==> src/rtl/mem_bist_pkg.sv <==
// Shared definitions for the mem_bist march-test initiator.
//   state_t    : controller phases IDLE, WR0, RD0, WR1, RD1, FIN
//   phase_inv  : high for phases that use the inverted pattern
//   pattern    : P(a, seed) = a XOR seed (caller truncates to the word width)
//   RD_LAT_MAX : largest supported memory read latency
//   DRAIN_W    : width of the read-drain counter (counts 0..RD_LAT_MAX-1)
package mem_bist_pkg;

  typedef enum logic [2:0] {
    ST_IDLE = 3'd0,
    ST_WR0  = 3'd1,
    ST_RD0  = 3'd2,
    ST_WR1  = 3'd3,
    ST_RD1  = 3'd4,
    ST_FIN  = 3'd5
  } state_t;

  localparam int RD_LAT_MAX = 3;
  localparam int DRAIN_W    = 2;

  function automatic logic phase_inv(input state_t s);
    return (s == ST_WR1) || (s == ST_RD1);
  endfunction

  // Address is zero-extended to 32 bits; the caller truncates to WORD bits,
  // which gives the same result as truncating the address first.
  function automatic logic [31:0] pattern(input logic [31:0] a, input logic [31:0] seed);
    return a ^ seed;
  endfunction

endpackage

==> src/rtl/mem_bist_rdpipe.sv <==
// Read-tracking pipe for mem_bist: delays {valid, address, expected word}
// by RD_LAT cycles so the compare lines up with the memory's read data.
//   clk, rst     : clock, asynchronous active-high reset (clears all valids)
//   flush        : drops every in-flight read on the next edge
//   issue_*      : read issued this cycle (valid, address, expected data)
//   cmp_*        : the read whose data is on mem_rdata this cycle
module mem_bist_rdpipe #(
  parameter int ADDR   = 4,
  parameter int WORD   = 4,
  parameter int RD_LAT = 1
) (
  input  logic            clk,
  input  logic            rst,
  input  logic            flush,
  input  logic            issue_vld,
  input  logic [ADDR-1:0] issue_addr,
  input  logic [WORD-1:0] issue_exp,
  output logic            cmp_vld,
  output logic [ADDR-1:0] cmp_addr,
  output logic [WORD-1:0] cmp_exp
);

  logic [RD_LAT-1:0]           vld_q;
  logic [RD_LAT-1:0][ADDR-1:0] addr_q;
  logic [RD_LAT-1:0][WORD-1:0] exp_q;

  always_ff @(posedge clk or posedge rst) begin
    if (rst) begin
      vld_q  <= '0;
      addr_q <= '0;
      exp_q  <= '0;
    end else begin
      vld_q[0]  <= issue_vld & ~flush;
      addr_q[0] <= issue_addr;
      exp_q[0]  <= issue_exp;
      for (int i = 1; i < RD_LAT; i++) begin
        vld_q[i]  <= vld_q[i-1] & ~flush;
        addr_q[i] <= addr_q[i-1];
        exp_q[i]  <= exp_q[i-1];
      end
    end
  end

  assign cmp_vld  = vld_q[RD_LAT-1];
  assign cmp_addr = addr_q[RD_LAT-1];
  assign cmp_exp  = exp_q[RD_LAT-1];

endmodule

==> src/rtl/mem_bist.sv <==
// mem_bist: march self-test initiator for a single-port memory.
// Writes P(a) to every address, reads it back, writes ~P(a), reads it back.
// Optional feature macro MEM_BIST_ERRCNT_EN: adds err_count and disables
// the stop-on-first-mismatch abort.
//   clk, rst   : clock, asynchronous active-high reset
//   start      : request pulse, only looked at in IDLE
//   busy       : test running
//   done, fail : sticky results, cleared when a start is accepted
//   fail_addr  : address of the first mismatch (0 if none)
//   mem_addr, mem_wdata, mem_wr, mem_rdata : requester side of the memory
//   err_count  : (MEM_BIST_ERRCNT_EN only) number of mismatches
// Protocol: start is a one-cycle request with no ready; it is accepted only
// when the controller is IDLE, on which edge busy rises and done/fail clear.
// busy falls on the same edge that sets done; done stays high in FIN and
// IDLE until the next accepted start. Memory writes happen on every edge
// with mem_wr high; read data appears RD_LAT cycles after mem_addr is driven.
module mem_bist
  import mem_bist_pkg::*;
#(
  parameter int              ADDR   = 4,
  parameter int              WORD   = 4,
  parameter logic [WORD-1:0] SEED   = WORD'(4'hA),
  parameter int              RD_LAT = 1
) (
  input  logic            clk,
  input  logic            rst,
  input  logic            start,
  output logic            busy,
  output logic            done,
  output logic            fail,
  output logic [ADDR-1:0] fail_addr,
  output logic [ADDR-1:0] mem_addr,
  output logic [WORD-1:0] mem_wdata,
  output logic            mem_wr,
  input  logic [WORD-1:0] mem_rdata
`ifdef MEM_BIST_ERRCNT_EN
  ,
  output logic [ADDR+1:0] err_count
`endif
);

  if (RD_LAT < 1 || RD_LAT > RD_LAT_MAX) begin : g_bad_lat
    $error("mem_bist: RD_LAT out of range");
  end

  localparam logic [ADDR-1:0]    LAST_ADDR  = '1;
  localparam logic [DRAIN_W-1:0] DRAIN_LAST = DRAIN_W'(RD_LAT - 1);

  function automatic logic [WORD-1:0] pat_word(input logic [ADDR-1:0] a, input logic inv);
    logic [WORD-1:0] p;
    p = WORD'(pattern(32'(a), 32'(SEED)));
    return inv ? ~p : p;
  endfunction

  state_t               state;
  logic                 rd_vld;
  logic [WORD-1:0]      rd_exp;
  logic [DRAIN_W-1:0]   drain;
  logic                 cmp_vld;
  logic [ADDR-1:0]      cmp_addr;
  logic [WORD-1:0]      cmp_exp;
  logic                 mismatch;
  logic                 abort;

  assign mismatch = cmp_vld && (mem_rdata != cmp_exp);
`ifdef MEM_BIST_ERRCNT_EN
  assign abort = 1'b0;
`else
  assign abort = mismatch;
`endif

  mem_bist_rdpipe #(
    .ADDR   (ADDR),
    .WORD   (WORD),
    .RD_LAT (RD_LAT)
  ) u_rdpipe (
    .clk        (clk),
    .rst        (rst),
    .flush      (abort),
    .issue_vld  (rd_vld),
    .issue_addr (mem_addr),
    .issue_exp  (rd_exp),
    .cmp_vld    (cmp_vld),
    .cmp_addr   (cmp_addr),
    .cmp_exp    (cmp_exp)
  );

  // mem_addr doubles as the phase address counter. Outputs are registered,
  // so each branch loads the values for the cycle that follows the edge.
  always_ff @(posedge clk or posedge rst) begin
    if (rst) begin
      state     <= ST_IDLE;
      busy      <= 1'b0;
      done      <= 1'b0;
      fail      <= 1'b0;
      fail_addr <= '0;
      mem_addr  <= '0;
      mem_wdata <= '0;
      mem_wr    <= 1'b0;
      rd_vld    <= 1'b0;
      rd_exp    <= '0;
      drain     <= '0;
`ifdef MEM_BIST_ERRCNT_EN
      err_count <= '0;
`endif
    end else begin
      case (state)
        ST_IDLE: begin
          if (start) begin
            state     <= ST_WR0;
            busy      <= 1'b1;
            done      <= 1'b0;
            fail      <= 1'b0;
            fail_addr <= '0;
            mem_wr    <= 1'b1;
            mem_addr  <= '0;
            mem_wdata <= pat_word({ADDR{1'b0}}, 1'b0);
`ifdef MEM_BIST_ERRCNT_EN
            err_count <= '0;
`endif
          end
        end
        ST_WR0, ST_WR1: begin
          if (mem_addr == LAST_ADDR) begin
            state     <= (state == ST_WR0) ? ST_RD0 : ST_RD1;
            mem_wr    <= 1'b0;
            mem_wdata <= '0;
            mem_addr  <= '0;
            rd_vld    <= 1'b1;
            rd_exp    <= pat_word({ADDR{1'b0}}, phase_inv(state));
          end else begin
            mem_addr  <= mem_addr + 1'b1;
            mem_wdata <= pat_word(mem_addr + 1'b1, phase_inv(state));
          end
        end
        ST_RD0, ST_RD1: begin
          if (rd_vld) begin
            if (mem_addr == LAST_ADDR) begin
              rd_vld   <= 1'b0;
              mem_addr <= '0;
              drain    <= '0;
            end else begin
              mem_addr <= mem_addr + 1'b1;
              rd_exp   <= pat_word(mem_addr + 1'b1, phase_inv(state));
            end
          end else if (drain == DRAIN_LAST) begin
            // Last in-flight read is being compared this cycle.
            if (state == ST_RD0) begin
              state     <= ST_WR1;
              mem_wr    <= 1'b1;
              mem_wdata <= pat_word({ADDR{1'b0}}, 1'b1);
            end else begin
              state <= ST_FIN;
              busy  <= 1'b0;
              done  <= 1'b1;
            end
          end else begin
            drain <= drain + 1'b1;
          end
        end
        ST_FIN: state <= ST_IDLE;
        default: state <= ST_IDLE;
      endcase

      if (mismatch) begin
        if (!fail) begin
          fail      <= 1'b1;
          fail_addr <= cmp_addr;
        end
`ifdef MEM_BIST_ERRCNT_EN
        err_count <= err_count + 1'b1;
`endif
      end

      // Abort overrides whatever the phase logic chose above.
      if (abort) begin
        state     <= ST_FIN;
        busy      <= 1'b0;
        done      <= 1'b1;
        mem_wr    <= 1'b0;
        mem_addr  <= '0;
        mem_wdata <= '0;
        rd_vld    <= 1'b0;
      end
    end
  end

endmodule

==> config.mk <==
export PLATFORM = sky130hd
export DESIGN_NAME = mem_bist
export DESIGN_NICKNAME = d
export VERILOG_FILES = /design/src/rtl/mem_bist_pkg.sv /design/src/rtl/mem_bist_rdpipe.sv /design/src/rtl/mem_bist.sv
export SDC_FILE = /design/constraint.sdc
export NUM_CORES = 1
export LEC_CHECK = 0
export CELL_PAD_IN_SITES_DETAIL_PLACEMENT = 0
export CELL_PAD_IN_SITES_GLOBAL_PLACEMENT = 1
export CORE_MARGIN = 5
export CORE_UTILIZATION = 38
export DETAILED_ROUTE_END_ITERATION = 10
export GPL_TIMING_DRIVEN = 0
export PLACE_DENSITY_LB_ADDON = 0.05
export SYNTH_ARGS = -nofsm -noshare
export SYNTH_HDL_FRONTEND = slang
export SYNTH_SLANG_ARGS = --single-unit
==> constraint.sdc <==
create_clock -name clk -period 1.8 [get_ports clk]
set_clock_uncertainty 0.2 [all_clocks]
set_input_delay 0.36 -clock clk [delete_from_list [all_inputs] [get_ports clk]]
set_output_delay 0.36 -clock clk [all_outputs]
set_load 0.01 [all_outputs]
==> metrics <==
CTS sink count=35; critical path type=flip-flop to flip-flop; layout cells sized above 1=36.6%; max incr delay on CP=520 ps; PortBufs=22; DR vias/cell=5.39; synthesized netlist cell count=172; FILL cells=389; CTS tree=built; Horiz. Die Dim=77.5 µm; yosys warns=0; Worst R2R Setup Slack=-160 ps; H-tree levels=2; Fmax=511 MHz; Slew @ Worst Pin=739 ps; drt initial violations=78; overall power=just over 4000 µW; initial antenna violation count=0; CTS max path bufs=2; VDD IR max=around 0.00063 V; total CTS buffers=5; failing checks=negative setup slack; post-synthesis register bit count=35; Final Hold Fails=0; most common cell after layout, fill and taps aside=dfrtp_1; xor/xnor cell area share of the yosys netlist=roughly 5.1%; remaining antenna violation count=0; synth unique cells=46; class of the worst hold path=flip-flop to flip-flop; post-detail-place hpwl=between 2000 and 3000 µm; pwr/cell area=1590 mW/mm²; area of the multi-input gates=970 µm²; static leakage=0.00112 µW; syn_area_per_cell=10.1 µm²; Worst EP required=1820 ps; gr usage total=14.6%; Worst setup SP type=flip-flop; storage element area=881 µm²; Adder-Cell Fraction of Synth Area=1.45%; largest net degree at the start of global routing=36; setup TNS after final layout=-1170 ps; DRC=0; Area Overhead vs Synth=46.8%; Final min period=1960 ps; status=complete, but fails checks; NumNets Final=232; fin. max-slew vios=0; final worst-path cycle share=109%; RSZ-0062 raised after global routing=yes; routability congestion estimate=between 0.8 and 0.9; crit path buf inv count=1; Max-Cap Viols=0; commonest cells after routing, fill and taps aside=31 x dfrtp_1, 21 x nand2_1, 19 x buf_4, 14 x clkdlybuf4s50_1, 10 x o21ai_0; Detailed Routing Iterations Pass 1=4; WL/cell=around 16 µm; largest family of logic cells by synthesized area=compound AO/OA/AOI/OAI gates; io pins=23; Crit path max-delay family=simple AND/OR/NAND/NOR gates; routed via count=1487; critical path arrival=1980 ps; register area share after synthesis=50.7%; initial core utilization=between 30% and 40%; clk slew on worst S/H paths=70 ps; vias in the first global route=1439; drt total wl=4540 µm; first-pass GRT wire length=7040 µm; relative slew slack=50.6%; post-synthesis cell area=0.00173 mm²; Max Fanout on Critical Path=6; ANT cells=0; compound-gate portion of the synthesized area=18.5%; post-synthesis mux area share=4.49%; die height=just under 80 µm; Final Hold Slack=roughly 180 ps; Setup violations, final=12; final worst setup slack=-158 ps; nature of the critical path endpoint=flip-flop; Worst path slowest cell=or4b_4; Root Driver=clkbuf_8; Synth Net Count=181; grt ovf=0; crit-path cells=buf_8 > nor3b_4 > o21ai_2 > o21a_2 > or4b_4 > a21oi_2; Skew-Pair Late Insertion Delay=290 ps; Rows=24; die area=0.00600 mm²; simple-gate share of the synthesized area=15.7%; core box area=0.00438 mm²
[state kept, by name (all words and copies together) (netlist names)]
name and count:
rd_exp 4, mem_wdata 4, drain 2, u_rdpipe.cmp_exp 4, rd_vld 1, state 3
done 1, busy 1, fail 1, mem_wr 1, fail_addr 4, mem_addr 4
u_rdpipe.cmp_vld 1, u_rdpipe.cmp_addr 4
[layer usage]
layer / wire (µm) / up-vias / global-route usage, %
li1: - / 712 / -
met1: 2000 / 724 / 19.0
met2: 2250 / 44 / 22.6
met3: 213 / 7 / 4.51
met4: 76 / 0 / 6.01
met5: 0 / - / 0
[final timing paths]
| kind | startpoint | to | cells past startpoint |
|---|---|---|---|
| worst max-delay path | state[1] | mem_addr[2] | 6 |
| worst min-delay path | rd_exp[3] | u_rdpipe.cmp_exp[3] | 0 |
| worst max register to register | state[1] | mem_addr[2] | 6 |
| worst min register to register | rd_exp[3] | u_rdpipe.cmp_exp[3] | 0 |
| max in group asynchronous | rst | mem_addr[0] | 2 |
| min in group asynchronous | rst | mem_addr[3] | 2 |
[through the flow]
step,area (µm²),setup slack (ps),utilization (%),instances
floorplan,1770,-83.2,-,172
global placement,2050,-551,46.8,246
detailed placement,2050,-629,46.8,246
CTS,2320,-201,53.0,266
global route,2540,-194,57.9,276
finish,2540,-158,57.9,276
[Yosys cell counts (all sizes together)]
| library cell | count | area, µm² |
|---|---|---|
| dfrtp | 35 | 876 |
| nand2 | 22 | 82.6 |
| o21ai | 16 | 80.1 |
| a21oi | 13 | 65.1 |
| nor2 | 10 | 37.5 |
| inv | 7 | 26.3 |
| xor2 | 7 | 61.3 |
| mux2 | 6 | 67.6 |
| buf | 5 | 30.0 |
| nor3 | 5 | 25.0 |
| clkbuf | 4 | 16.3 |
| a21o | 3 | 22.5 |
| and3 | 3 | 18.8 |
| nand3 | 3 | 15.0 |
| xnor2 | 3 | 26.3 |
| ha | 2 | 25.0 |
| nor2b | 2 | 12.5 |
| o21a | 2 | 16.3 |
| or4 | 2 | 15.0 |
| a211oi | 1 | 7.51 |
| a221o | 1 | 10.0 |
| a22o | 1 | 8.76 |
| a311o | 1 | 11.3 |
| a31o | 1 | 8.76 |
| and2 | 1 | 6.26 |
| mux2i | 1 | 10.0 |
| nand2b | 1 | 6.26 |
| nand3b | 1 | 7.51 |
| nand4b | 1 | 8.76 |
| nor3b | 1 | 12.5 |
| nor4 | 1 | 6.26 |
| o211a | 1 | 10.0 |
| o221ai | 1 | 8.76 |
| o22ai | 1 | 6.26 |
| o311ai | 1 | 8.76 |
| o31a | 1 | 8.76 |
| o31ai | 1 | 7.51 |
| o41a | 1 | 11.3 |
| o41ai | 1 | 27.5 |
| or2b | 1 | 7.51 |
| or4b | 1 | 10.0 |
[report_power, final]
part / internal, µW / switching [µW] / total [µW]
combinational: 1090 / 989 / 2080
clock: 448 / 289 / 737
sequential: 1060 / 181 / 1240
total: 2590 / 1460 / 4050
[timing repair]
item                                    4_1_cts  5_1_grt
endpoints found under the setup margin       64       26
setup buffers                                13        9
cloned                                        0        1
resized for setup                            28       38
hold buffers                                  0        0
pin swaps                                     3       16
[area by class of cell]
class                   instances  share of cell area (%)
plain buffers                   8                    3.01
clock buffers                   6                    3.25
clock inverters                 2                    1.38
inverters                       7                    1.18
multi-input cells             122                    38.2
flip-flops and latches         35                    34.7
well taps                      52                    2.56
repair buffers                 44                    15.7
[cell families after synthesis]
logic type / count (synthesis)
simple gates: 55
buf+inv: 16
xor+xnor: 10
mux: 7
fa+ha+maj: 2
flops: 35
compound gates: 47
[worst register-to-register path: stages, from the launching register on]
cell     delay, ps
dfrtp_2        450
buf_8          140
nor3b_4        200
o21ai_2         90
o21a_2         170
or4b_4         520
a21oi_2        120
(Power assumes the default switching activity.)
